[src/rtl/bist_pkg.sv]
// -----------------------------------------------------------------------------
// bist_pkg
//
// Shared constants for the BIST read-compare / fail-capture slice.
//
// Contents:
//   SYN_EN          - 1 when the syndrome field is compiled in
//                     (macro BIST_LOG_SYNDROME_EN), else 0
//   EXP_R0, EXP_R1  - encoding of the expected data bit / march read phase
//   ADDR_LSB        - bit offset of the address field in a log entry
//   exp_bit_pos()   - bit offset of the expected-bit field
//   syn_lsb()       - bit offset of the syndrome field (when present)
//   entry_width()   - total log entry width for a given AW/DW
//   cnt_sat_max()   - saturation value of a CNT_W-bit fail counter
//
// Log entry layout (LSB first): addr[AW-1:0], exp, [syndrome[DW-1:0]]
// -----------------------------------------------------------------------------
package bist_pkg;

`ifdef BIST_LOG_SYNDROME_EN
   localparam bit SYN_EN = 1'b1;
`else
   localparam bit SYN_EN = 1'b0;
`endif

   // Expected data bit doubles as the march phase indicator.
   localparam logic EXP_R0 = 1'b0;
   localparam logic EXP_R1 = 1'b1;

   localparam int ADDR_LSB = 0;

   function automatic int exp_bit_pos(input int aw);
      return aw;
   endfunction

   function automatic int syn_lsb(input int aw);
      return aw + 1;
   endfunction

   function automatic int entry_width(input int aw, input int dw);
      return aw + 1 + (SYN_EN ? dw : 0);
   endfunction

   function automatic longint unsigned cnt_sat_max(input int cnt_w);
      return (64'd1 << cnt_w) - 64'd1;
   endfunction

endpackage

[src/rtl/bist_fail_fifo.sv]
// -----------------------------------------------------------------------------
// bist_fail_fifo
//
// Small synchronous FIFO holding fail-log entries.
//
// Parameters:
//   W      - entry width
//   DEPTH  - number of entries, power of two, >= 2
//
// Ports:
//   clk    in   clock, all state on rising edge
//   rst    in   asynchronous active-high reset (empties FIFO, clears storage)
//   clr    in   synchronous clear, highest priority (empties FIFO)
//   push   in   write din at the tail (accepted if not full, or if a pop
//               happens in the same cycle)
//   din    in   W     entry to write
//   pop    in   advance the head (ignored when empty)
//   dout   out  W     head entry, all zeros when empty
//   full   out  FIFO holds DEPTH entries
//   empty  out  FIFO holds no entries
//   count  out  clog2(DEPTH)+1  number of entries held, 0..DEPTH
// -----------------------------------------------------------------------------
module bist_fail_fifo #(
   parameter int W     = 5,
   parameter int DEPTH = 4
) (
   input  logic                       clk,
   input  logic                       rst,
   input  logic                       clr,
   input  logic                       push,
   input  logic [W-1:0]               din,
   input  logic                       pop,
   output logic [W-1:0]               dout,
   output logic                       full,
   output logic                       empty,
   output logic [$clog2(DEPTH):0]     count
);

   localparam int PW = $clog2(DEPTH);
   localparam int CW = PW + 1;

   logic [W-1:0]  mem [DEPTH];
   logic [PW-1:0] wr_ptr;
   logic [PW-1:0] rd_ptr;
   logic [CW-1:0] cnt;
   logic          do_push;
   logic          do_pop;

   assign empty = (cnt == '0);
   assign full  = (cnt == CW'(DEPTH));

   // A pop on an empty FIFO is meaningless and is dropped. A push into a
   // full FIFO is only accepted when the head frees a slot in the same cycle.
   assign do_pop  = pop & ~empty;
   assign do_push = push & (~full | do_pop);

   // DEPTH is a power of two, so pointer increment wraps naturally.
   always_ff @(posedge clk or posedge rst) begin
      if (rst) begin
         wr_ptr <= '0;
         rd_ptr <= '0;
         cnt    <= '0;
         for (int i = 0; i < DEPTH; i++) begin
            mem[i] <= '0;
         end
      end else if (clr) begin
         wr_ptr <= '0;
         rd_ptr <= '0;
         cnt    <= '0;
      end else begin
         if (do_push) begin
            mem[wr_ptr] <= din;
            wr_ptr      <= wr_ptr + 1'b1;
         end
         if (do_pop) begin
            rd_ptr <= rd_ptr + 1'b1;
         end
         case ({do_push, do_pop})
            2'b10:   cnt <= cnt + 1'b1;
            2'b01:   cnt <= cnt - 1'b1;
            default: cnt <= cnt;
         endcase
      end
   end

   // Head is forced to zero when empty so stale storage never leaks out.
   assign dout  = empty ? '0 : mem[rd_ptr];
   assign count = cnt;

endmodule

[src/rtl/bist_fail_log.sv]
// -----------------------------------------------------------------------------
// bist_fail_log
//
// Read-compare and fail-capture stage for the memory BIST controller.
// Registers each controller read (address + expected bit), compares the
// memory's read data one cycle later, reports the result on is_equal and
// logs every failing read into a small FIFO drained by diagnostics.
//
// Optional feature: define BIST_LOG_SYNDROME_EN to add the log_syn port and
// store the per-bit syndrome (rd_data ^ expected word) with each entry.
//
// Parameters:
//   AW         - address width
//   DW         - memory word width (expected word = data bit replicated DW x)
//   LOG_DEPTH  - fail-log entries, power of two, >= 2
//   CNT_W      - width of the saturating total-fail counter
//
// Ports:
//   clk        in   clock, all state on rising edge
//   rst        in   asynchronous active-high reset
//   read       in   controller read strobe; rd_data returns one cycle later
//   data       in   expected data bit, valid with read
//   addr       in   AW    read address, valid with read
//   rd_data    in   DW    memory read data, valid the cycle after read
//   clr        in   synchronous clear of log, fail counter and overflow
//   is_equal   out  0 only in the compare cycle of a mismatching read
//   log_valid  out  log non-empty, head entry presented
//   log_rd_en  in   consume head entry
//   log_addr   out  AW    head entry address (0 when empty)
//   log_exp    out  head entry expected bit (0 = r0 phase, 1 = r1 phase)
//   log_count  out  clog2(LOG_DEPTH)+1  entries held
//   overflow   out  sticky: a fail was dropped because the log was full
//   log_syn    out  DW    head entry syndrome (BIST_LOG_SYNDROME_EN only)
//   fail_cnt   out  CNT_W total mismatches since clr/rst, saturating
//
// Drain handshake: while log_valid=1 the head entry is stable on log_addr /
// log_exp (/ log_syn). A cycle with log_valid=1 and log_rd_en=1 consumes the
// head at the rising edge; log_rd_en with log_valid=0 has no effect.
// log_valid never depends combinationally on log_rd_en.
// -----------------------------------------------------------------------------
module bist_fail_log
   import bist_pkg::*;
#(
   parameter int AW        = 4,
   parameter int DW        = 8,
   parameter int LOG_DEPTH = 4,
   parameter int CNT_W     = 8
) (
   input  logic                          clk,
   input  logic                          rst,
   input  logic                          read,
   input  logic                          data,
   input  logic [AW-1:0]                 addr,
   input  logic [DW-1:0]                 rd_data,
   input  logic                          clr,
   output logic                          is_equal,
   output logic                          log_valid,
   input  logic                          log_rd_en,
   output logic [AW-1:0]                 log_addr,
   output logic                          log_exp,
   output logic [$clog2(LOG_DEPTH):0]    log_count,
   output logic                          overflow,
`ifdef BIST_LOG_SYNDROME_EN
   output logic [DW-1:0]                 log_syn,
`endif
   output logic [CNT_W-1:0]              fail_cnt
);

   localparam int EW      = entry_width(AW, DW);
   localparam int EXP_POS = exp_bit_pos(AW);
   localparam logic [CNT_W-1:0] CNT_MAX = CNT_W'(cnt_sat_max(CNT_W));

   // Stage 1: registered read context
   logic          cmp_valid;
   logic          cmp_exp;
   logic [AW-1:0] cmp_addr;

   // Stage 2: compare and log control
   logic [DW-1:0] exp_word;
   logic          mismatch;
   logic          push;
   logic          fifo_full;
   logic          fifo_empty;
   logic          drop;
   logic [EW-1:0] entry;
   logic [EW-1:0] head;

   // clr also kills the pending compare so nothing from before the clear
   // can land in the freshly emptied log.
   always_ff @(posedge clk or posedge rst) begin
      if (rst) begin
         cmp_valid <= 1'b0;
         cmp_exp   <= EXP_R0;
         cmp_addr  <= '0;
      end else if (clr) begin
         cmp_valid <= 1'b0;
      end else begin
         cmp_valid <= read;
         if (read) begin
            cmp_exp  <= data;
            cmp_addr <= addr;
         end
      end
   end

   assign exp_word = (cmp_exp == EXP_R1) ? {DW{1'b1}} : {DW{1'b0}};

   // is_equal defaults high whenever no compare is pending so the
   // controller's sticky fail flag cannot set on idle cycles.
   assign mismatch = cmp_valid & (rd_data != exp_word);
   assign is_equal = ~mismatch;

   // A mismatch landing in the clr cycle is neither logged nor counted.
   assign push = mismatch & ~clr;

   // Full log without a concurrent pop: entry is lost, remember that.
   assign drop = push & fifo_full & ~log_rd_en;

`ifdef BIST_LOG_SYNDROME_EN
   assign entry = {rd_data ^ exp_word, cmp_exp, cmp_addr};
`else
   assign entry = {cmp_exp, cmp_addr};
`endif

   bist_fail_fifo #(
      .W     (EW),
      .DEPTH (LOG_DEPTH)
   ) u_fifo (
      .clk   (clk),
      .rst   (rst),
      .clr   (clr),
      .push  (push),
      .din   (entry),
      .pop   (log_rd_en),
      .dout  (head),
      .full  (fifo_full),
      .empty (fifo_empty),
      .count (log_count)
   );

   always_ff @(posedge clk or posedge rst) begin
      if (rst) begin
         overflow <= 1'b0;
         fail_cnt <= '0;
      end else if (clr) begin
         overflow <= 1'b0;
         fail_cnt <= '0;
      end else begin
         if (drop) begin
            overflow <= 1'b1;
         end
         // Counts every mismatch, including dropped ones.
         if (push && (fail_cnt != CNT_MAX)) begin
            fail_cnt <= fail_cnt + 1'b1;
         end
      end
   end

   // Head fields; the FIFO already zeroes its head when empty.
   assign log_valid = ~fifo_empty;
   assign log_addr  = head[ADDR_LSB +: AW];
   assign log_exp   = head[EXP_POS];
`ifdef BIST_LOG_SYNDROME_EN
   assign log_syn   = head[syn_lsb(AW) +: DW];
`endif

endmodule

[config.mk]
export PLATFORM = sky130hd
export DESIGN_NAME = bist_fail_log
export DESIGN_NICKNAME = d
export VERILOG_FILES = /design/src/rtl/bist_pkg.sv /design/src/rtl/bist_fail_fifo.sv /design/src/rtl/bist_fail_log.sv
export SDC_FILE = /design/constraint.sdc
export NUM_CORES = 1
export LEC_CHECK = 0
export BUFFER_PORTS_ARGS = -buffer_cell sky130_fd_sc_hd__buf_4
export CAP_MARGIN = 40
export CORE_MARGIN = 2
export CORE_UTILIZATION = 45
export CTS_CLUSTER_SIZE = 40
export DETAILED_ROUTE_END_ITERATION = 10
export PLACE_DENSITY = 0.66
export SYNTH_ARGS = -nofsm -noshare
export SYNTH_HDL_FRONTEND = slang
export SYNTH_SLANG_ARGS = --single-unit
export TNS_END_PERCENT = 1
[constraint.sdc]
create_clock -name clk -period 3.4 [get_ports clk]
set_clock_uncertainty 0.2 [all_clocks]
set_input_delay 1.02 -clock clk [delete_from_list [all_inputs] [get_ports clk]]
set_output_delay 1.02 -clock clk [all_outputs]
set_load 0.005 [all_outputs]
; After elaboration in Yosys (flattened, before gate mapping)
; Cells that the tools add are included.
; W data, S select, Z words.
[op_classes]
bitwise_logic = 14
reduce_logical = 10
add_sub_neg = 5
order_cmp = 3
eq_ne = 5
mux = 19
[op_table]
columns = cell, n
row1 = $mux W8, 3
row2 = $bwmux W20, 1
row3 = $mux W5, 4
row4 = $bmux W5 S2, 1
row5 = $demux W5 S2, 1
row6 = $add A8 B1 Y8 const B, 1
row7 = $mux W2, 4
row8 = $ne A8 B8 Y1, 1
row9 = $ne A8 B8 Y1 const B, 1
row10 = $reduce_bool A2 Y1, 4
row11 = $and A1 B1 Y1, 6
row12 = $ge A3 B3 Y1 const B, 2
row13 = $not A2 Y3, 2
row14 = $pmux W3 S2, 1
row15 = $not A1 Y1, 5
row16 = $add A2 B1 Y2 const B, 2
row17 = $reduce_and A2 Y1, 2
row18 = $add A3 B1 Y3 const B, 1
row19 = $eq A3 B3 Y1 const B, 1
row20 = $logic_not A3 Y1, 1
row21 = $lt A3 B1 Y1 const B, 1
row22 = $mux W1, 3
row23 = $mux W3, 1
row24 = $reduce_bool A3 Y1, 1
row25 = 5 further kinds, 6
[word_totals]
word_cells = 68
in_bits = 18
out_inout_bits = 19
ff_bits = 42

; Logic depth before layout (Yosys ltp)
[depth]
word_depth = 8
ltp_mapped = 9
depth_no_buf = 9

; By module
; Synthesis repeated with hierarchy kept, for this count alone.
[hier_totals]
hier_cells = 196
hier_area_um2 = 2386.0
[by_module_without_submodules]
columns = mod, seq_area_each_um2, n_inst, cells_per_inst, area_per_inst_um2
row1 = bist_fail_fifo, 675.6, 1, 116, 1542.7
row2 = bist_fail_log, 375.4, 1, 80, 843.3

; Least setup slack after synthesis
; Ideal clock, no wire load.
[synth_path]
kind = input -> register
startpoint = input rd_data[2]
endpoint = register u_fifo.cnt[2] (netlist: u_fifo.count[2])
n_path_buf = 0
arrival_ps = 2851
setup_ps = 127
slack_ps = 221
stages = 9
required_time_ps = 3073
path_cell_list = nor4_2 and3_1 nor3_2 inv_2 o21ai_0 fa_1 nand2b_1 o22a_1 mux2_1
[synth_between]
elab_chain_cells = 7
word_cells_on_any_way = 9
cone_classes = eq/ne: 3 / mux: 2 / bitwise: 3 / reduce/logical: 1
[synth_rtl]
columns = item, line
row1 = from (decl), bist_fail_log.sv:54  ; input logic [DW-1:0] rd_data,
row2 = $ne A8 B8 Y1 *, bist_fail_log.sv:110  ; assign mismatch = cmp_valid & (rd_data != exp_word);
row3 = $and A1 B1 Y1 *, bist_fail_log.sv:110
row4 = $and A1 B1 Y1 *, bist_fail_log.sv:114  ; assign push = mismatch & ~clr;
row5 = $and A1 B1 Y1 *, bist_fail_fifo.sv:55  ; assign do_push = push & (~full | do_pop);
row6 = $eq A2 B1 Y1 / $eq A2 B2 Y1 (equally long branches), bist_fail_fifo.sv:78  ; case ({do_push, do_pop})
row7 = $pmux W3 S2, bist_fail_fifo.sv:78
row8 = $mux W3, bist_fail_fifo.sv:66  ; end else if (clr) begin
row9 = to (signal assigned), bist_fail_fifo.sv:79  ; 2'b10: cnt <= cnt + 1'b1;
row10 = to (signal assigned), bist_fail_fifo.sv:80  ; 2'b01: cnt <= cnt - 1'b1;
row11 = to (signal assigned), bist_fail_fifo.sv:81  ; default: cnt <= cnt;
row12 = to (decl), bist_fail_fifo.sv:45  ; logic [CW-1:0] cnt;
; Mark *: on every way between the ends. The rest lies on a longest branch, timed or not.
; A chain may end at the register's enable or synchronous reset.

; Worst setup path in the final report
[layout_path]
startpoint = input rd_data[2]
endpoint = output is_equal
[layout_between]
elab_chain_cells = 3
[layout_rtl]
columns = item, line
row1 = $ne A8 B8 Y1, bist_fail_log.sv:110
row2 = $and A1 B1 Y1, bist_fail_log.sv:110
row3 = $not A1 Y1, bist_fail_log.sv:111  ; assign is_equal = ~mismatch;
row4 = to (decl), bist_fail_log.sv:56  ; output logic is_equal,
; Every way passes these cells.

==> run_results.csv <==
group,metric,value,unit
run_status,outcome,"finished, final reports clean",
drt,viasPerCell,5.37,
sta,worst_pin_slew,0.531,ns
layout,nets,251,
layout,nFillCells,413,
floorplanning,die_w,75.0,um
logic_synthesis,synthCells,187,
placed_design,dp_cells,287,
floorplanning,ioPinCount,37,
power,leakage,1.20,nW
drt,wirelength,4360,um
clocking,cts_resized,0,
sta,fin_crit,3.22,ns
layout,stdcell_count,295,
drt,wirelength_met1,2080,um
sta,max_freq,0.310,GHz
drt,drtIter0Drc,70,
drt,top_layer,"met4",
critical_path,required,2.18,ns
power,pwr-share-clk,24.5,%
logic_synthesis,synth_area,2270,um2
power,p_sw_share,28.4,%
placed_design,hpwl,3060,um
sta,fin_setup_tns,0,ns
logic_synthesis,synth_flop_cell,"dfrtp_1",
layout,ff_latch_area,1050,um2
drt,ant_nets,0,
floorplanning,core,4790,um2
critical_path,setup.worst_path.start_class,"primary input",
power,total_power,0.00136,W
clocking,cts.clk_slew.worst_paths,0.08,ns
sta,fin_crit_sh,94.8,%
critical_path,cpPeakStageDelay,0.30,ns
global_routing,grt_max_degree,43,
logic_synthesis,syn-num-nets,211,
worst_hold_path,holdPathStages,1,
drt,dr_total_vias,1585,
sta,slew_headroom,64.6,%
clocking,cts_made_buffers,5,
drt,wl_per_cell,14.8,um
critical_path,worstPathArrival,2.00,ns
critical_path,slowest_stage,"nor4_2",
critical_path,crit_fanout,6,
logic_synthesis,synth-seq-cells,42,
critical_path,crit_buf_inv,3,
power,power_switching,0.000387,W
clocking,cts_root_buf,"clkbuf_8",
logic_synthesis,netlist.top_cell.by_area,"dfrtp_1",
layout,n_antenna_cell,0,
global_routing,grt_pass1_wl,7290,um
placed_design,gp_congestion,0.854,
drt,dr_wl_met2,1960,um
placed_design,place_ws,0.0487,ns
floorplanning,die_y,75.0,um
sta,setup_viol,0,
critical_path,worstSetupEndpointType,"output pin",
logic_synthesis,yosys_warnings,0,
logic_synthesis,postSynthAreaPerCell,12.1,um2
logic_synthesis,yosysSeqAreaShare,46.3,%
layout,fin_area,2720,um2
clocking,clock_latency,0.29,ns
floorplanning,rows,25,
drt,drcViolationCount,0,
logic_synthesis,synth_most_common_cell,"dfrtp_1",
clocking,htree_levels,2,
global_routing,grtUsageTotal,17.2,%
logic_synthesis,synth_edf_count,0,
global_routing,antenna_found_initial,0,
clocking,clock_path_buffers,2,
flow_run,cap_violations,0,
power,p_per_area,503,nW/um2
clocking,cts_tree,"yes",
layout,drive_above_1_share,40.4,%
logic_synthesis,ys_async_sr_fraction,100,%
critical_path,path_cells,"buf_4 > nor4_2 > and3_1 > nor3_2 > inv_2 > buf_4",
placed_design,portBuffers,36,
floorplanning,initial_core_util,47.5,%
logic_synthesis,synth_cell_types,46,
sta,maxSlewViolCount,0,
global_routing,first_global_vias,1532,
logic_synthesis,ys_top_cells_by_count,"dfrtp_1, mux2_2, nor2_1, inv_1, nand2_1",
power,sequentialPowerShare,48.2,%
floorplanning,die_area,5630,um2
drt,drt_first_pass_iters,4,
logic_synthesis,netlist_top_cells_area,"dfrtp_1, mux2_2, mux4_2",
sta,hold_violations,0,
placed_design,placed_cell_area,2620,um2
sta,rsz0062_at_grt,"false",
logic_synthesis,synth_top_area_share,46.3,%
critical_path,crit_family,"simple AND/OR/NAND/NOR gates",
clocking,clock-sinks,42,
critical_path,critical_path_class,"in -> out",
power,ir_worst_vdd,0.000302,V
sta,setup_ws,0.177,ns
critical_path,ff2ff_path_depth,7,
critical_path,path_depth,6,
clocking,post-cts-setup-buffers,0,
layout,multi_input_area,1140,um2
layout,syn2layout_area_growth,19.6,%
drt,route.met3.wl,200,um
critical_path,cpMostUsedCell,"buf_4",
global_routing,grt-ovfl-total,0,
worst_hold_path,hp-class,"reg -> reg",
clocking,cts_hold_buffers,0,
power,combPwrFrac,27.3,%
power,p_int,0.000978,W
## placed cells by master (no fill, tap or decap), types with 2 or more instances in the layout
cell type and count:
clkbuf_8 6, inv_1 8, nor4_1 2, nor2b_1 2, nand4_1 5, o21ai_0 4, nor3_1 4, buf_4 41
nor2_1 12, ha_1 5, mux2_1 2, nand3_1 5, mux2i_1 4, dfrtp_1 42, o31ai_1 2, nand2_1 8
xnor2_1 2, and3_1 2, xor2_1 2, or3_1 5, nor3b_4 4, mux4_2 5, a21oi_1 5, mux2_2 24
and2_1 6
## registers in the layout, summed over array words and instances, names as in the netlist
| register | cells |
|---|---|
| u_fifo.count | 3 |
| cmp_valid | 1 |
| overflow | 1 |
| cmp_addr | 4 |
| u_fifo.mem | 20 |
| u_fifo.rd_ptr | 2 |
| fail_cnt | 8 |
| u_fifo.wr_ptr | 2 |
| cmp_exp | 1 |
## area by class of cell
cell class / instances / area share (%)
multi-input cells: 128 / 42.1
flip-flops and latches: 42 / 38.7
repair buffers: 41 / 11.3
well taps: 67 / 3.09
clock buffers: 6 / 3.04
inverters: 9 / 1.24
clock inverters: 2 / 0.461
## worst paths after layout
path	from	end	slack (ns)
setup reg to reg	u_fifo.count[0]	u_fifo.count[1]	0.68
hold / removal	u_fifo.mem[3]	u_fifo.mem[3]	0.31
setup / recovery	rd_data[2]	is_equal	0.18
hold reg to reg	u_fifo.mem[3]	u_fifo.mem[3]	0.31
max in group asynchronous	rst	u_fifo.mem[10]	1.97
min in group asynchronous	rst	fail_cnt[0]	0.65
## routing by layer
layer  up-vias  track usage [%]
li1        759                -
met1       777             23.9
met5         -                0
met4         0             8.33
met3        13             3.61
met2        36             25.8
## per-stage QoR
step | util [%] | hold WS (ns)
after global routing | 56.8 | 0.327
after global placement | 54.8 | 0.270
final | 56.8 | 0.305
after floorplan | - | 0.253
after CTS | 56.8 | 0.311
after detailed placement | 54.8 | 0.290
## power by group through the flow
stage	Sequential (W)	Combinational [W]	Clock [W]
2_1_floorplan	0.000635	0.000275	0
3_3_place_gp	0.000667	0.000371	0
3_5_place_dp	0.000671	0.000377	0
4_1_cts	0.000661	0.000378	0.000341
5_1_grt	0.000677	0.000411	0.000362
6_report	0.000659	0.000372	0.000334
## cell families after synthesis
family	after synthesis	synth area share, %
AO/OA/AOI/OAI	19	6.94
AND/OR/NAND/NOR	64	18.7
buffers and inverters	17	3.31
adder cells (fa/ha/maj)	6	3.64
multiplexers	35	19.6
XOR/XNOR	4	1.54
flip-flops	42	46.3
(Power assumes the default switching activity.)
